<file path="config.mk">
export PLATFORM = sky130hd
export DESIGN_NAME = burst_tracker_flat
export DESIGN_NICKNAME = d
export VERILOG_FILES = /design/src/rtl/burst_pkg.sv /design/src/rtl/burst_tracker_if.sv /design/src/rtl/burst_watchdog.sv /design/src/rtl/burst_tracker.sv /design/src/flat_wrapper.sv
export SDC_FILE = /design/constraint.sdc
export NUM_CORES = 1
export LEC_CHECK = 0
export CAP_MARGIN = 20
export CORE_MARGIN = 1
export CORE_UTILIZATION = 26
export CTS_CLUSTER_DIAMETER = 30
export DETAILED_ROUTE_END_ITERATION = 10
export PLACE_DENSITY = 0.55
export SYNTH_ARGS = -nofsm -noshare
export SYNTH_HDL_FRONTEND = slang
export SYNTH_SLANG_ARGS = --single-unit
</file>
<file path="constraint.sdc">
create_clock -name clk -period 1.5 [get_ports clk]
set_input_delay 0.3 -clock clk [delete_from_list [all_inputs] [get_ports clk]]
set_output_delay 0.3 -clock clk [all_outputs]
set_load 0.01 [all_outputs]
</file>
<file path="src/rtl/burst_pkg.sv">
// burst_pkg: shared types and defaults for the burst tracker.
//   state_e          - tracker FSM state (IDLE, ACTIVE, DONE)
//   DEFAULT_CNT_W    - default beat counter / length width
//   DEFAULT_TO_LIMIT - default watchdog idle-cycle limit
//   idle_cnt_width() - width of a counter that must hold 0 .. limit-1
package burst_pkg;

    localparam int unsigned DEFAULT_CNT_W    = 8;
    localparam int unsigned DEFAULT_TO_LIMIT = 1023;

    typedef enum logic [1:0] {
        IDLE   = 2'd0,
        ACTIVE = 2'd1,
        DONE   = 2'd2
    } state_e;

    function automatic int unsigned idle_cnt_width(input int unsigned limit);
        return (limit < 2) ? 1 : $clog2(limit);
    endfunction

endpackage

</file>
<file path="src/rtl/burst_tracker_if.sv">
// burst_tracker_if: beat handshake and status bundle of the burst tracker.
//   i_start, i_len        - burst request and length-minus-one
//   i_valid, i_ready      - beat handshake
//   o_busy, o_count       - ACTIVE flag and beats counted so far
//   o_last, o_done        - final-beat indicator and completion pulse
//   o_timeout             - sticky watchdog flag
// Modports: master drives requests/beats, slave is the tracker.
interface burst_tracker_if
    import burst_pkg::*;
#(
    parameter int unsigned CNT_W = DEFAULT_CNT_W
);

    logic             i_start;
    logic [CNT_W-1:0] i_len;
    logic             i_valid;
    logic             i_ready;
    logic             o_busy;
    logic [CNT_W-1:0] o_count;
    logic             o_last;
    logic             o_done;
    logic             o_timeout;

    modport master (
        output i_start, i_len, i_valid, i_ready,
        input  o_busy, o_count, o_last, o_done, o_timeout
    );

    modport slave (
        input  i_start, i_len, i_valid, i_ready,
        output o_busy, o_count, o_last, o_done, o_timeout
    );

endinterface

</file>
<file path="src/rtl/burst_watchdog.sv">
// burst_watchdog: counts consecutive tick cycles and flags when TO_LIMIT is reached.
// Only compiled when BURST_TIMEOUT_EN is defined.
//   clk     - clock
//   arst    - asynchronous active-high reset
//   clear   - restart the idle count (has priority over tick)
//   tick    - one idle cycle elapsed
//   expired - high in the cycle whose tick is the TO_LIMIT-th in a row
`ifdef BURST_TIMEOUT_EN
module burst_watchdog
    import burst_pkg::*;
#(
    parameter int unsigned TO_LIMIT = DEFAULT_TO_LIMIT
) (
    input  logic clk,
    input  logic arst,
    input  logic clear,
    input  logic tick,
    output logic expired
);

    localparam int unsigned W = idle_cnt_width(TO_LIMIT);
    localparam logic [W-1:0] LastIdle = W'(TO_LIMIT - 1);

    logic [W-1:0] cnt_q, cnt_d;

    // Counter holds ticks already seen, so the limit is hit on the tick after LastIdle.
    assign expired = tick & ~clear & (cnt_q == LastIdle);

    always_comb begin
        cnt_d = cnt_q;
        if (clear || expired) begin
            cnt_d = '0;
        end else if (tick) begin
            cnt_d = cnt_q + W'(1);
        end
    end

    always_ff @(posedge clk or posedge arst) begin
        if (arst) begin
            cnt_q <= '0;
        end else begin
            cnt_q <= cnt_d;
        end
    end

endmodule
`endif

</file>
<file path="src/rtl/burst_tracker.sv">
// burst_tracker: tracks one AXI-style burst of i_len+1 beats at a time.
//   clk      - clock
//   arst     - asynchronous active-high reset
//   restartn - synchronous active-low abort
//   bus      - burst_tracker_if.slave (request, beat handshake, status outputs)
// Optional feature: define BURST_TIMEOUT_EN to add an idle watchdog that abandons a
// burst after TO_LIMIT consecutive beat-less ACTIVE cycles and sets o_timeout.
module burst_tracker
    import burst_pkg::*;
#(
    parameter int unsigned CNT_W    = DEFAULT_CNT_W,
    parameter int unsigned TO_LIMIT = DEFAULT_TO_LIMIT
) (
    input  logic           clk,
    input  logic           arst,
    input  logic           restartn,
    burst_tracker_if.slave bus
);

    state_e           state_q, state_d;
    logic [CNT_W-1:0] count_q, count_d;
    logic [CNT_W-1:0] len_q, len_d;
    logic             done_q, done_d;
    logic             busy_q, busy_d;
    logic             beat;
    logic             last;

    assign beat = (state_q == ACTIVE) & bus.i_valid & bus.i_ready;
    assign last = (state_q == ACTIVE) & (count_q == len_q);

`ifdef BURST_TIMEOUT_EN
    logic timeout_q, timeout_d;
    logic wd_clear, wd_tick, wd_expired;

    assign wd_tick  = (state_q == ACTIVE) & ~beat;
    assign wd_clear = (state_q != ACTIVE) | beat | ~restartn;

    burst_watchdog #(
        .TO_LIMIT (TO_LIMIT)
    ) u_watchdog (
        .clk     (clk),
        .arst    (arst),
        .clear   (wd_clear),
        .tick    (wd_tick),
        .expired (wd_expired)
    );
`else
    logic unused_to_limit;
    assign unused_to_limit = ^TO_LIMIT;
`endif

    always_comb begin
        state_d = state_q;
        count_d = count_q;
        len_d   = len_q;
        done_d  = 1'b0;
`ifdef BURST_TIMEOUT_EN
        timeout_d = timeout_q;
`endif
        unique case (state_q)
            // DONE accepts a new request exactly like IDLE, giving back-to-back bursts.
            IDLE, DONE: begin
                if (bus.i_start) begin
                    state_d = ACTIVE;
                    len_d   = bus.i_len;
                    count_d = '0;
`ifdef BURST_TIMEOUT_EN
                    timeout_d = 1'b0;
`endif
                end else begin
                    state_d = IDLE;
                end
            end
            ACTIVE: begin
                if (beat) begin
                    // Final beat leaves count at len, so a full-range burst never wraps.
                    if (last) begin
                        state_d = DONE;
                        done_d  = 1'b1;
                    end else begin
                        count_d = count_q + CNT_W'(1);
                    end
                end
`ifdef BURST_TIMEOUT_EN
                else if (wd_expired) begin
                    state_d   = IDLE;
                    timeout_d = 1'b1;
                end
`endif
            end
            default: state_d = IDLE;
        endcase

        if (!restartn) begin
            state_d = IDLE;
            count_d = '0;
            done_d  = 1'b0;
`ifdef BURST_TIMEOUT_EN
            timeout_d = 1'b0;
`endif
        end

        busy_d = (state_d == ACTIVE);
    end

    always_ff @(posedge clk or posedge arst) begin
        if (arst) begin
            state_q <= IDLE;
            count_q <= '0;
            len_q   <= '0;
            done_q  <= 1'b0;
            busy_q  <= 1'b0;
`ifdef BURST_TIMEOUT_EN
            timeout_q <= 1'b0;
`endif
        end else begin
            state_q <= state_d;
            count_q <= count_d;
            len_q   <= len_d;
            done_q  <= done_d;
            busy_q  <= busy_d;
`ifdef BURST_TIMEOUT_EN
            timeout_q <= timeout_d;
`endif
        end
    end

    assign bus.o_busy  = busy_q;
    assign bus.o_count = count_q;
    assign bus.o_last  = last;
    assign bus.o_done  = done_q;
`ifdef BURST_TIMEOUT_EN
    assign bus.o_timeout = timeout_q;
`else
    assign bus.o_timeout = 1'b0;
`endif

endmodule

</file>
<file path="src/flat_wrapper.sv">
// flat-port wrapper written by rule: the top's interface ports become plain ports
module burst_tracker_flat import burst_pkg::*;
#(
    parameter int unsigned CNT_W    = DEFAULT_CNT_W,
    parameter int unsigned TO_LIMIT = DEFAULT_TO_LIMIT
)
  (clk, arst, restartn, bus_i_start, bus_i_len, bus_i_valid, bus_i_ready, bus_o_busy, bus_o_count, bus_o_last, bus_o_done, bus_o_timeout);
  burst_tracker_if #(.CNT_W(CNT_W)) bus_i ();
  input  logic clk;
  input  logic arst;
  input  logic restartn;
  input wire logic [$bits(bus_i.i_start)-1:0] bus_i_start;
  input wire logic [$bits(bus_i.i_len)-1:0] bus_i_len;
  input wire logic [$bits(bus_i.i_valid)-1:0] bus_i_valid;
  input wire logic [$bits(bus_i.i_ready)-1:0] bus_i_ready;
  output wire logic [$bits(bus_i.o_busy)-1:0] bus_o_busy;
  output wire logic [$bits(bus_i.o_count)-1:0] bus_o_count;
  output wire logic [$bits(bus_i.o_last)-1:0] bus_o_last;
  output wire logic [$bits(bus_i.o_done)-1:0] bus_o_done;
  output wire logic [$bits(bus_i.o_timeout)-1:0] bus_o_timeout;
  assign bus_i.i_start = bus_i_start;
  assign bus_i.i_len = bus_i_len;
  assign bus_i.i_valid = bus_i_valid;
  assign bus_i.i_ready = bus_i_ready;
  assign bus_o_busy = bus_i.o_busy;
  assign bus_o_count = bus_i.o_count;
  assign bus_o_last = bus_i.o_last;
  assign bus_o_done = bus_i.o_done;
  assign bus_o_timeout = bus_i.o_timeout;
  burst_tracker #(.CNT_W(CNT_W), .TO_LIMIT(TO_LIMIT)) u_core (.clk(clk), .arst(arst), .restartn(restartn), .bus(bus_i));
endmodule
</file>
==> impl_metrics.yaml <==
clock_network:
  cts_tree: "yes"
  num_cts_buffers: 3
  clock_latency_ps: 250
  cts.sinks: 20
  cts.clk_slew.worst_paths_ps: 70
  cts_max_path_buffers: 2
  cts.htree.levels: 1
  cts_root_buf: "sky130_fd_sc_hd__clkbuf_8"
placed_design:
  finalWeightedCongestion: 0.7887
  port-buffer-count: 24
  placed_area_um2: 1456
  place.detailed.instances: 178
  detailedPlace.worstSlack_ps: -326.4
  place_hpwl_mm: 1.682
logic_synthesis:
  yosysWarningCount: 0
  synthTopCellsByArea: "sky130_fd_sc_hd__dfrtp_1 (48%), sky130_fd_sc_hd__mux2_1 (8.7%), sky130_fd_sc_hd__xnor2_1 (6.8%)"
  yosys.area.top_type: "sky130_fd_sc_hd__dfrtp_1"
  flip_flop_and_latch_count_after_synthesis: 20
  synthesized_instance_count: 90
  synth_async_sr_flop_share_pct: 100.0
  synth.net_count: 105
  synthFlopType: "sky130_fd_sc_hd__dfrtp_1"
  post_synth_num_cell_types: 33
  synth_seq_area_share_pct: 48.31
  post_synth_edffs: 0
  post_synth_instance_area_um2: 1036
  synth_top_area_share_pct: 48.31
  post_synth.cell_area_avg_um2: 11.51
sta:
  min_period_over_period_pct: 112.6
  final_critical_path_setup_slack_ps: -188.5
  rsz0062_at_grt: "true"
  min_period_ps: 1688
  fmax_ghz: 0.5922
  skew_ps: 2.969
  drv_slew: 0
  final-setup-viol-count: 8
  timing_hold_violations_final: 0
drt:
  wirelength_mm: 2.269
  drt_iter0_drc: 28
  route.detailed.wl_per_inst_um: 12.33
  detailroute.via_count: 842
  met1Wirelength_mm: 1.081
  ant_nets: 0
  vias_per_cell: 4.576
  maxUsedRoutingLayer: "met4"
  drcViolationCount: 0
  met2_wirelength_mm: 1.076
  met3WireLength_um: 68
  drtPass1Iterations: 4
die:
  core_um2: 3744
  row_count: 22
  die-height_um: 65.13
  initial_utilization_pct: 27.67
  die_w_um: 65.13
  dieArea_um2: 4241
  design.portCount: 26
global_route:
  grt_use_total_pct: 11.67
  grt_pass1_vias: 833
  grt_antenna_before_repair: 0
  grt_pass1_wl_mm: 3.705
  grt_max_degree: 21
  grt_remaining_overflow: 0
critical_path:
  cp-start-kind: "flip-flop"
  worst_ep_required_time_ps: 1200
  crit_chain: "xnor2_2 -> nand4_2 -> nor2_1 -> and2_1 -> buf_2"
  critical_path.n_buffers_inverters: 1
  crit_family: "simple AND/OR/NAND/NOR gates"
  arrival_ps: 1390
  critical_path.slowest_cell: "sky130_fd_sc_hd__dfrtp_1"
  setup.worst_path.end_class: "output pin"
  critical_path.max_fanout: 2
  critical-path-max-stage-delay_ps: 410
  worstSetupPathType: "flip-flop to output pin"
job:
  maxCapViolations: 0
finish:
  nNetsFinal: 153
  multiInputGateArea_um2: 541.8
  antenna_cells: 0
  area.growth.synth_to_final_pct: 52.90
  final_cell_mix: "sky130_fd_sc_hd__dfrtp_1 (20), sky130_fd_sc_hd__buf_4 (18), sky130_fd_sc_hd__clkdlybuf4s50_1 (15)"
  sequential_cell_area_um2: 500.5
  drive_above_1_share_pct: 29.41
  nFillCells: 383
  mostFrequentLayoutCell: "sky130_fd_sc_hd__dfrtp_1"
  final_cells: 184
  post-route-cell-area_um2: 1584
power:
  power.leakage_nw: 0.7197
  pwr_cell_area_nw_per_um2: 737.3
  worst_ir_drop_on_vdd_mv: 0.2902
status:
  violations_in_the_final_reports: "negative setup slack"
  outcome: "complete, but fails checks"
hold_path:
  holdCritPathClass: "primary input to async pin"
-- metal layers --
| layer | vias to the layer above | global-route usage, % |
|---|---|---|
| met1 | 401 | 14.41 |
| met3 | 4 | 1.736 |
| met2 | 16 | 19.01 |
| met4 | 0 | 7.337 |
| met5 | - | 0 |
| li1 | 421 | - |
-- synthesized netlist by cell type (2+ instances only) --
cell	instances
sky130_fd_sc_hd__mux2_1	8
sky130_fd_sc_hd__buf_4	2
sky130_fd_sc_hd__o2bb2ai_1	4
sky130_fd_sc_hd__nor2b_1	4
sky130_fd_sc_hd__a21oi_1	3
sky130_fd_sc_hd__xnor2_1	8
sky130_fd_sc_hd__nor2_1	4
sky130_fd_sc_hd__dfrtp_1	20
sky130_fd_sc_hd__nand3_1	5
sky130_fd_sc_hd__nand2_1	2
sky130_fd_sc_hd__inv_1	3
sky130_fd_sc_hd__a22o_1	4
sky130_fd_sc_hd__and3_1	3
-- through the flow --
stage	power (mW)	TNS (ps)	util, %	hold slack (ps)
floorplan	0.7279	0	-	263.8
CTS	1.171	-597.0	41.24	386.6
detailed placement	0.8155	-3278	38.90	504.3
global placement	0.8090	-2843	38.90	489.6
finish	1.168	-432.3	42.31	375.1
global route	1.219	-1140	42.31	411.0
-- worst min-delay path, stage by stage --
cell	delay, ps
sky130_fd_sc_hd__clkdlybuf4s50_1	400
sky130_fd_sc_hd__inv_1	50
sky130_fd_sc_hd__buf_4	260
-- cell type report --
class / count / share of cell area [%]
Multi-Input combinational cell: 63 / 34.20
Sequential cell: 20 / 31.60
Timing Repair Buffer: 47 / 27.09
Tap cell: 48 / 3.791
Clock buffer: 3 / 2.607
Inverter: 3 / 0.7109
-- flip-flops by register name, indices dropped and copies added, names as in the netlist --
register / flops
u_core.len_q: 8
u_core.bus.o_done: 1
u_core.state_q: 2
u_core.bus.o_count: 8
u_core.bus.o_busy: 1
-- worst paths after layout --
path / startpoint / end / slack, ps / depth (start not counted)
setup / recovery: u_core.len_q[4] / bus_o_last / -190 / 5
hold / removal: arst / u_core.state_q[0] / 380 / 3
setup reg to reg: u_core.len_q[4] / u_core.bus.o_count[2] / -70 / 7
hold reg to reg: u_core.len_q[7] / u_core.len_q[7] / 510 / 1
max in group asynchronous: arst / u_core.bus.o_done / 920 / 3
min in group clk: u_core.len_q[7] / u_core.len_q[7] / 510 / 1
-- power breakdown --
part           switching, mW  internal (mW)  total [mW]
Sequential            0.0242          0.577       0.601
Clock                  0.163          0.178       0.341
Combinational         0.0911          0.134       0.225
Total                  0.278          0.890        1.17
-- timing repair --
| item | 4_1_cts | 5_1_grt |
|---|---|---|
| buffers inserted | 3 | 0 |
| pin swaps | 6 | 12 |
| gates resized for setup | 17 | 8 |
| hold endpoints to repair | 0 | 0 |
| hold buffers | 0 | 0 |
| endpoints found under the setup margin | 17 | 9 |
-- logic make-up (layout without fill, tap and decap cells) --
kind of cell | count (synthesis) | count (layout) | share of synthesized area [%]
XOR/XNOR | 8 | 8 | 6.764
other | 1 | 1 | 0.3620
buffers and inverters | 7 | 53 | 3.985
multiplexers | 8 | 8 | 8.696
AND/OR/NAND/NOR | 26 | 26 | 16.06
adder cells (fa/ha/maj) | 1 | 1 | 1.208
flip-flops | 20 | 20 | 48.31
AO/OA/AOI/OAI | 19 | 19 | 14.61
Note: power is estimated with default switching activity, not from simulation.
==> variant: new RTL, config.mk and constraints unchanged <==
Re-encode `state_e` (3 states) as one-hot, 3 bits wide.
--- a/src/rtl/burst_pkg.sv
+++ b/src/rtl/burst_pkg.sv
@@ -10,6 +10,6 @@
 
-    typedef enum logic [1:0] {
-        IDLE   = 2'd0,
-        ACTIVE = 2'd1,
-        DONE   = 2'd2
+    typedef enum logic [2:0] {
+        IDLE   = 3'b001,
+        ACTIVE = 3'b010,
+        DONE   = 3'b100
     } state_e;
Check against the original RTL: same outputs for any inputs over 10 cycles, from zero or initial values and one cycle with arst high; not proved beyond that.
==> variant against the original RTL <==
  * The run still ends with setup timing left
  * Wire length rose by 45%
  * Fmax is 4.7% lower
  * Setup slack worse by 0.083 ns
  * Synthesized area is 11% higher
  * Sequential cell count up 1
  * Power grew 19%
  * Design area increased by 24%
  * Synthesized cell count up 19%
  * Global-route usage grew 3.3 points
  * Critical path type unchanged
==> variant: results (changes against the original RTL) <==
Layout
  – Fillers: 349 (-8.9%)
  – Final Instance Count excl. Fillers: 219 (+19%)
  – Fraction of area in multi-input gates: 0.3972 (+0.05519)
  – Sequential cell area: 528.0 um^2 (+5.5%)
  – Count of multi-input gates: 80 (+27%)
  – Share of layout cells above drive strength 1: 0.4911 (+0.1970)

Run status
  – Failing checks: setup timing
  – Status: finished with violations

STA
  – Clock Skew: 0.002851 ns (-0.0001179 ns)
  – Final setup margin: -0.2711 ns (-0.08266 ns)
  – Finish-stage setup viols: 19 (+11)

Detailed routing
  – WL met3: 156 um (+130%)
  – Routed WL per cell: 15.07 um (+22%)
  – Vias/cell: 4.995 (+9.2%)
  – Met2 Routed Length: 1672 um (+55%)

CTS
  – Post-CTS Setup Repair Bufs: 5 (+2)

Logic synthesis
  – Post-synthesis adder-cell area fraction: 0.01087 (-0.001208)
  – Top cells by count, synth: 20 x dfrtp_1, 9 x nand2_1, 9 x xnor2_1
  – Sequential share of the synthesized area: 0.4576 (-0.02548)

Power
  – Peak supply drop: 0.0002748 V (-5.3%)
  – Pleak: 0.8848 nW (+23%)

Global routing
  – M3 GR Usage: 0.02303 (+0.005665)
  – Largest net degree at the start of global routing: 22 (+4.8%)
  – First-pass GRT wire length: 5030 um (+36%)
  – GRT Resource Usage Total: 0.1493 (+0.03267)

Placed design
  – RePlAce Congestion: 0.7793 (-1.2%)
==> variant: changes by cell type after synthesis, moves of 4 or more <==
| cell | before | now |
|---|---|---|
| a22o_1 | 4 | 0 |
| mux2_1 | 8 | 0 |
| mux2_2 | 0 | 8 |
| nand2_1 | 2 | 9 |
| nor2b_1 | 4 | 0 |
| o211ai_1 | 0 | 4 |
==> variant: metrics by stage <==
stage	cell area [um^2]	setup WS, ns
final	1972	-0.2711
after global routing	1972	-0.3362
after CTS	1914	-0.2856
after detailed placement	1732	-0.4392
after global placement	1732	-0.4032
after floorplan	1222	-0.1084
==> variant: path summary, 6_finish.rpt <==
path                       slack (ns)                   from                    end
hold reg to reg                  0.55        u_core.len_q[7]        u_core.len_q[7]
setup reg to reg                -0.25        u_core.len_q[0]  u_core.bus.o_count[4]
min in group clk                 0.55        u_core.len_q[7]        u_core.len_q[7]
setup / recovery                -0.27  u_core.bus.o_count[6]             bus_o_last
hold / removal                   0.37                   arst  u_core.bus.o_count[5]
max in group asynchronous        0.86                   arst      u_core.state_q[0]
